`src/rtl/mmio_uart_tx.sv`:
```
// Memory-mapped 8N1 UART transmitter with TX FIFO, sitting beside data memory on the core's data port.
// Optional TX-drained interrupt and CTRL.irq_en are built only when UART_TX_IRQ_EN is defined.
module mmio_uart_tx #(
   parameter logic [31:0] BASE_ADDR  = 32'h0000_1000,
   parameter int unsigned CLK_DIV    = 868,
   parameter int unsigned FIFO_DEPTH = 8
) (
   input  logic        clk,
   input  logic        rst_n,
   input  logic        MemRW,
   input  logic [31:0] addr,
   input  logic [31:0] DataW,
   output logic [31:0] DataR,
   output logic        hit,
   output logic        tx,
   output logic        irq
);

   localparam int PTR_W = $clog2(FIFO_DEPTH);
   localparam int CNT_W = PTR_W + 1;
   localparam logic [15:0]      DIV_LOAD = 16'(CLK_DIV - 1);
   localparam logic [CNT_W-1:0] DEPTH_C  = CNT_W'(FIFO_DEPTH);
   localparam logic [CNT_W-1:0] CNT_ONE  = CNT_W'(1);
   localparam logic [PTR_W-1:0] PTR_ONE  = PTR_W'(1);

   typedef enum logic [1:0] {
      S_IDLE  = 2'd0,
      S_START = 2'd1,
      S_DATA  = 2'd2,
      S_STOP  = 2'd3
   } state_t;

   state_t           state_r, state_next_s;
   logic [15:0]      baud_r, baud_next_s;
   logic [2:0]       bit_idx_r, bit_idx_next_s;
   logic [7:0]       shift_r, shift_next_s;
   logic             tx_r, tx_next_s;

   logic [7:0]       mem_r [FIFO_DEPTH];
   logic [PTR_W-1:0] wr_ptr_r, rd_ptr_r;
   logic [CNT_W-1:0] count_r;
   logic             overflow_r;
   logic             enable_r;
   logic             irq_en_s;

   logic             hit_s, store_s, push_req_s, push_ok_s, pop_s;
   logic             status_wr_s, ctrl_wr_s;
   logic             empty_s, full_s, busy_s;
   logic [3:0]       offset_s;
   logic [31:0]      rdata_s;

   assign hit_s       = (addr[31:4] == BASE_ADDR[31:4]);
   assign offset_s    = addr[3:0];
   assign store_s     = MemRW & hit_s;
   assign push_req_s  = store_s & (offset_s == 4'h0);
   assign status_wr_s = store_s & (offset_s == 4'h4);
   assign ctrl_wr_s   = store_s & (offset_s == 4'h8);

   assign empty_s   = (count_r == {CNT_W{1'b0}});
   assign full_s    = (count_r == DEPTH_C);
   assign busy_s    = (state_r != S_IDLE);
   assign pop_s     = (state_r == S_IDLE) & enable_r & ~empty_s;
   // A full FIFO still accepts a byte when the FSM frees a slot in the same cycle.
   assign push_ok_s = push_req_s & (~full_s | pop_s);

   // Register read mux; STATUS reflects pre-edge state.
   always_comb begin
      rdata_s = 32'h0000_0000;
      if (hit_s) begin
         case (offset_s)
            4'h4:    rdata_s = {16'h0000, 8'(count_r), 4'h0, overflow_r, busy_s, empty_s, full_s};
            4'h8:    rdata_s = {30'h0000_0000, irq_en_s, enable_r};
            default: rdata_s = 32'h0000_0000;
         endcase
      end else begin
         rdata_s = 32'h0000_0000;
      end
   end

   assign DataR = rdata_s;
   assign hit   = hit_s;
   assign tx    = tx_r;

   // Next-state, baud and line-level logic for the serialiser.
   always_comb begin
      state_next_s   = state_r;
      baud_next_s    = baud_r;
      bit_idx_next_s = bit_idx_r;
      shift_next_s   = shift_r;
      tx_next_s      = tx_r;
      case (state_r)
         S_IDLE: begin
            tx_next_s = 1'b1;
            if (pop_s) begin
               state_next_s   = S_START;
               baud_next_s    = DIV_LOAD;
               bit_idx_next_s = 3'd0;
               shift_next_s   = mem_r[rd_ptr_r];
               tx_next_s      = 1'b0;
            end else begin
               state_next_s = S_IDLE;
            end
         end
         S_START: begin
            if (baud_r == 16'd0) begin
               state_next_s = S_DATA;
               baud_next_s  = DIV_LOAD;
               tx_next_s    = shift_r[0];
            end else begin
               baud_next_s = baud_r - 16'd1;
            end
         end
         S_DATA: begin
            if (baud_r == 16'd0) begin
               baud_next_s = DIV_LOAD;
               if (bit_idx_r == 3'd7) begin
                  state_next_s = S_STOP;
                  tx_next_s    = 1'b1;
               end else begin
                  bit_idx_next_s = bit_idx_r + 3'd1;
                  shift_next_s   = {1'b0, shift_r[7:1]};
                  tx_next_s      = shift_r[1];
               end
            end else begin
               baud_next_s = baud_r - 16'd1;
            end
         end
         S_STOP: begin
            if (baud_r == 16'd0) begin
               state_next_s = S_IDLE;
               tx_next_s    = 1'b1;
            end else begin
               baud_next_s = baud_r - 16'd1;
            end
         end
         default: begin
            state_next_s = S_IDLE;
            baud_next_s  = 16'd0;
            tx_next_s    = 1'b1;
         end
      endcase
   end

   // Serialiser state registers.
   always_ff @(posedge clk or negedge rst_n) begin
      if (!rst_n) begin
         state_r   <= S_IDLE;
         baud_r    <= 16'd0;
         bit_idx_r <= 3'd0;
         shift_r   <= 8'h00;
         tx_r      <= 1'b1;
      end else begin
         state_r   <= state_next_s;
         baud_r    <= baud_next_s;
         bit_idx_r <= bit_idx_next_s;
         shift_r   <= shift_next_s;
         tx_r      <= tx_next_s;
      end
   end

   // FIFO storage; only entries already written are ever popped.
   always_ff @(posedge clk) begin
      if (push_ok_s) begin
         mem_r[wr_ptr_r] <= DataW[7:0];
      end else begin
         mem_r[wr_ptr_r] <= mem_r[wr_ptr_r];
      end
   end

   // FIFO pointers and occupancy.
   always_ff @(posedge clk or negedge rst_n) begin
      if (!rst_n) begin
         wr_ptr_r <= {PTR_W{1'b0}};
         rd_ptr_r <= {PTR_W{1'b0}};
         count_r  <= {CNT_W{1'b0}};
      end else begin
         if (push_ok_s) wr_ptr_r <= wr_ptr_r + PTR_ONE;
         else           wr_ptr_r <= wr_ptr_r;
         if (pop_s) rd_ptr_r <= rd_ptr_r + PTR_ONE;
         else       rd_ptr_r <= rd_ptr_r;
         case ({push_ok_s, pop_s})
            2'b10:   count_r <= count_r + CNT_ONE;
            2'b01:   count_r <= count_r - CNT_ONE;
            default: count_r <= count_r;
         endcase
      end
   end

   // Sticky overflow (a new drop beats a same-cycle clear) and enable.
   always_ff @(posedge clk or negedge rst_n) begin
      if (!rst_n) begin
         overflow_r <= 1'b0;
         enable_r   <= 1'b1;
      end else begin
         if (push_req_s && !push_ok_s)      overflow_r <= 1'b1;
         else if (status_wr_s && DataW[3]) overflow_r <= 1'b0;
         else                               overflow_r <= overflow_r;
         if (ctrl_wr_s) enable_r <= DataW[0];
         else           enable_r <= enable_r;
      end
   end

`ifdef UART_TX_IRQ_EN
   logic irq_en_r;
   logic irq_r;

   // Interrupt enable and level TX-drained interrupt.
   always_ff @(posedge clk or negedge rst_n) begin
      if (!rst_n) begin
         irq_en_r <= 1'b0;
         irq_r    <= 1'b0;
      end else begin
         if (ctrl_wr_s) irq_en_r <= DataW[1];
         else           irq_en_r <= irq_en_r;
         irq_r <= irq_en_r & empty_s & ~busy_s;
      end
   end

   assign irq_en_s = irq_en_r;
   assign irq      = irq_r;
`else
   assign irq_en_s = 1'b0;
   assign irq      = 1'b0;
`endif

endmodule

```
`config.mk`:
```
export PLATFORM = sky130hd
export DESIGN_NAME = mmio_uart_tx
export DESIGN_NICKNAME = d
export VERILOG_FILES = /design/src/rtl/mmio_uart_tx.sv
export SDC_FILE = /design/constraint.sdc
export NUM_CORES = 1
export LEC_CHECK = 0
export ABC_AREA = 0
export CAP_MARGIN = 40
export CORE_MARGIN = 8
export CORE_UTILIZATION = 52
export DETAILED_ROUTE_END_ITERATION = 10
export PLACE_DENSITY = 0.8
export RECOVER_POWER = 25
export SYNTH_ARGS = -nofsm -noshare
export SYNTH_HDL_FRONTEND = slang
export SYNTH_SLANG_ARGS = --single-unit
```
`constraint.sdc`:
```
create_clock -name clk -period 3 [get_ports clk]
set_input_delay 0.3 -clock clk [delete_from_list [all_inputs] [get_ports clk]]
set_output_delay 0.3 -clock clk [all_outputs]
set_load 0.005 [all_outputs]
```
==> results by group, run 1 <==
Layout
  • Layout cells sized above 1: 16.67%
  • Count of non-filler cells in the finished layout: 607
  • Synthesis-to-layout area growth: 17.91%
  • Nets: 549
  • # diodes: 0
  • Design area: 0.006127 mm²

Setup path
  • Setup Crit Path Kind: in2out
  • Worst Setup End Kind: primary output
  • Worst Path Required: 2.70 ns
  • Critical Path AT: 2.57 ns
  • Critical Path Fanout Max: 3
  • Startpoint types: input pin
  • Reg-to-reg slack, setup: 0.38 ns

Logic synthesis
  • Yosys cell types: 57
  • Yosys top cell area share: 36.99%
  • Post-synth EDFFs: 64
  • Synth top area cells: edfxtp_1, dfrtp_1, mux4_2
  • Top post-synthesis cells by count: edfxtp_1, dfrtp_1, buf_4, nand2_1, nor2_1
  • Post-synthesis sequential area ratio: 57.26%
  • Synth Register Bits: 106
  • Area leader, netlist: edfxtp_1
  • Top FF cell, synth: edfxtp_1
  • Synth Cell Area: 0.005196 mm²
  • Most common cell in the netlist: edfxtp_1
  • Mapped Cells: 401
  • Synth Area per Inst: 12.96 µm²
  • YS warnings: 0
  • Ys async rst share: 39.62%

Timing
  • # setup viols final: 0
  • Final Slew Violations: 0
  • Unrepaired setup endpoints after global routing: false
  • Fmax: 0.3480 GHz
  • Slew headroom: 31.74%
  • Final hold violation count: 0
  • Tmin final: 2.874 ns
  • Worst slew pin tran: 1.024 ns
  • Post-route setup TNS: 0 ns
  • WHS: 0.4998 ns
  • Fin Clk Skew: 0.009154 ns
  • PnR worst setup slack: 0.1261 ns
  • Final period utilization: 95.80%

Floorplanning
  • I/O pins: 102
  • Initial Util: 53.41%
  • Die Width: 116.0 µm
  • Chip height: 116.0 µm
  • Core ar.: 0.009729 mm²
  • Die area: 0.01345 mm²
  • Num rows: 36

Drt
  • Vias/cell: 5.465
  • Initial drt markers: 237
  • Final wirelength: 10.20 mm
  • Final ANT Viol Nets: 0
  • DR pass1 iterations: 5
  • Via Count: 3,317
  • Routed len/inst: 16.81 µm
  • Remaining DRCs: 0

Outcome
  • Status: complete, no violations

Clock tree
  • CTS tree: yes
  • Setup Buffers After CTS: 0
  • Root Buffer: clkbuf_8
  • CTS buffer count: 9
  • Clk Latency, worst-skew pair: 0.37 ns
  • Clock transition at path regs: 0.11 ns
  • H-tree depth: 3
  • Clk buf depth: 2
  • Sink Count: 106

GRT
  • Total grt overflow: 0
  • Number of global-route vias before repair: 3,397
  • Initial antenna violation count: 0
  • Largest net degree at the start of global routing: 26
  • First-pass GRT wire length: 16.74 mm
  • Total track usage: 16.09%

Power
  • Clock share of power: 33.8%
  • Maximum vdd drop: 0.0004252 V
  • Comb pwr share: 3.8%
  • Pwr/cell area: 404.7 mW/mm²
  • Net Sw Frac: 22.39%
  • Lkg Pwr: 0.002413 µW
  • Seq pwr share: 62.4%
  • NetSw: 555.2 µW
  • Int Pwr: 1924 µW

Placement
  • Area after DPL: 0.005898 mm²
  • Dpl cells: 590
  • GPL Wtd Cong: 0.7966
  • HPWL Detailed: 7.587 mm
  • Port Buf Inserts: 52
  • Pre-CTS setup slack: -0.2828 ns

Hold path
  • Hold Crit Class: reg2reg

Flow run
  • Max_cap viols: 0
## layer usage
metal | global-route usage, % | wire (µm) | vias to the layer above
met1 | 18.06 | 3931 | 1616
li1 | - | - | 1598
met2 | 29.09 | 5528 | 94
met4 | 5.532 | 95 | 0
met5 | 0 | 0 | -
met3 | 3.908 | 646 | 9
## cells in the final DEF, fill, tap and decap left out, types with 4 or more instances in the layout
cell             Yosys  final
nor2_1              23     22
nand2_1             24     24
ha_1                12     12
nor3_1              13     12
dlygate4sd3_1        0      6
dlygate4sd2_1        0      5
dfrtp_1             40     40
mux2_2              11     10
a21oi_1             17     16
xnor2_1              8      8
clkdlybuf4s50_1      0     38
a21o_1               5      5
nand2b_1             4      4
nand3_1              6      6
inv_1               15     15
buf_4               25     19
a211oi_1             4      4
mux4_2              16     16
edfxtp_1            64     64
o21ai_0             12     12
conb_1               1     25
and2_1               4      4
mux2i_1             15     15
nor4_1              13     11
clkbuf_8             0      9
## final timing paths
| check | startpoint | end | cells after the start |
|---|---|---|---|
| worst max-delay path | addr[9] | DataR[3] | 6 |
| worst min-delay path | overflow_r$_DFFE_PN0P_ | overflow_r$_DFFE_PN0P_ | 1 |
| worst max register to register | count_r[3]$_DFFE_PN0P_ | count_r[3]$_DFFE_PN0P_ | 9 |
| worst min register to register | overflow_r$_DFFE_PN0P_ | overflow_r$_DFFE_PN0P_ | 1 |
| max in group asynchronous | rst_n | enable_r$_DFFE_PN1P_ | 3 |
| min in group asynchronous | rst_n | baud_r[4]$_DFFE_PN0P_ | 2 |
## area by class of cell
class | count | area, µm²
repair buffers | 73 | 688.2
clock buffers | 9 | 123.9
clock inverters | 7 | 71.32
fillers | 758 | 3602
inverters | 15 | 56.30
flip-flops and latches | 106 | 2975
well taps | 133 | 166.4
multi-input cells | 264 | 2046
## cells by family (layout without fill, tap and decap cells)
logic type | Yosys count | in the layout | share of synthesized area, %
buffers and inverters | 55 | 104 | 5.803
AND/OR/NAND/NOR | 114 | 114 | 12.09
adder cells (fa/ha/maj) | 13 | 13 | 3.275
XOR/XNOR | 9 | 9 | 1.517
AO/OA/AOI/OAI | 58 | 58 | 7.055
other | 1 | 25 | 0.07217
flip-flops | 106 | 106 | 57.26
multiplexers | 45 | 45 | 12.93
## sequential cells by signal (all words and copies together), names as in the netlist
signal,cells
mem_r,64
wr_ptr_r,3
rd_ptr_r,3
count_r,4
baud_r,16
tx,1
overflow_r,1
bit_idx_r,3
state_r,2
shift_r,8
enable_r,1
## worst max-delay path, stage by stage
cell,delay (ns)
clkdlybuf4s50_1,0.41
or4_4,0.42
or3_4,0.43
nor4_2,0.32
and2_1,0.18
clkdlybuf4s50_1,0.52
## power by group through the flow
stage                     combinational (µW)  sequential (µW)  clock [µW]
after global routing                     102             1550         917
after CTS                               95.0             1550         865
after detailed placement                93.4             1580           0
after global placement                  87.1             1580           0
final                                   93.1             1550         839
after floorplan                         35.8             1580           0
## stage by stage
step | power (µW) | util [%]
after floorplan | 1616 | -
after global placement | 1666 | 60.42
after detailed placement | 1672 | 60.62
after CTS | 2507 | 62.83
after global routing | 2567 | 62.98
final | 2480 | 62.98
## timing repair
| action | CTS | global route |
|---|---|---|
| pin swaps | 0 | 8 |
| gates resized for setup | 8 | 6 |
| endpoints found under the hold margin | 16 | 0 |
| hold buffers | 1 | 0 |
| endpoints found under the setup margin | 8 | 1 |
Note: power is estimated with default switching activity, not from simulation.
==> run 2: changes to the inputs <==
--- a/config.mk
+++ b/config.mk
@@ -10,6 +10,7 @@
 export CORE_MARGIN = 8
 export CORE_UTILIZATION = 52
 export DETAILED_ROUTE_END_ITERATION = 10
+export GPL_ROUTABILITY_DRIVEN = 0
 export PLACE_DENSITY = 0.8
 export RECOVER_POWER = 25
 export SYNTH_ARGS = -nofsm -noshare
==> results of run 2 <==
Same layout as run 1: the final DEF is identical, and so are final timing and power.
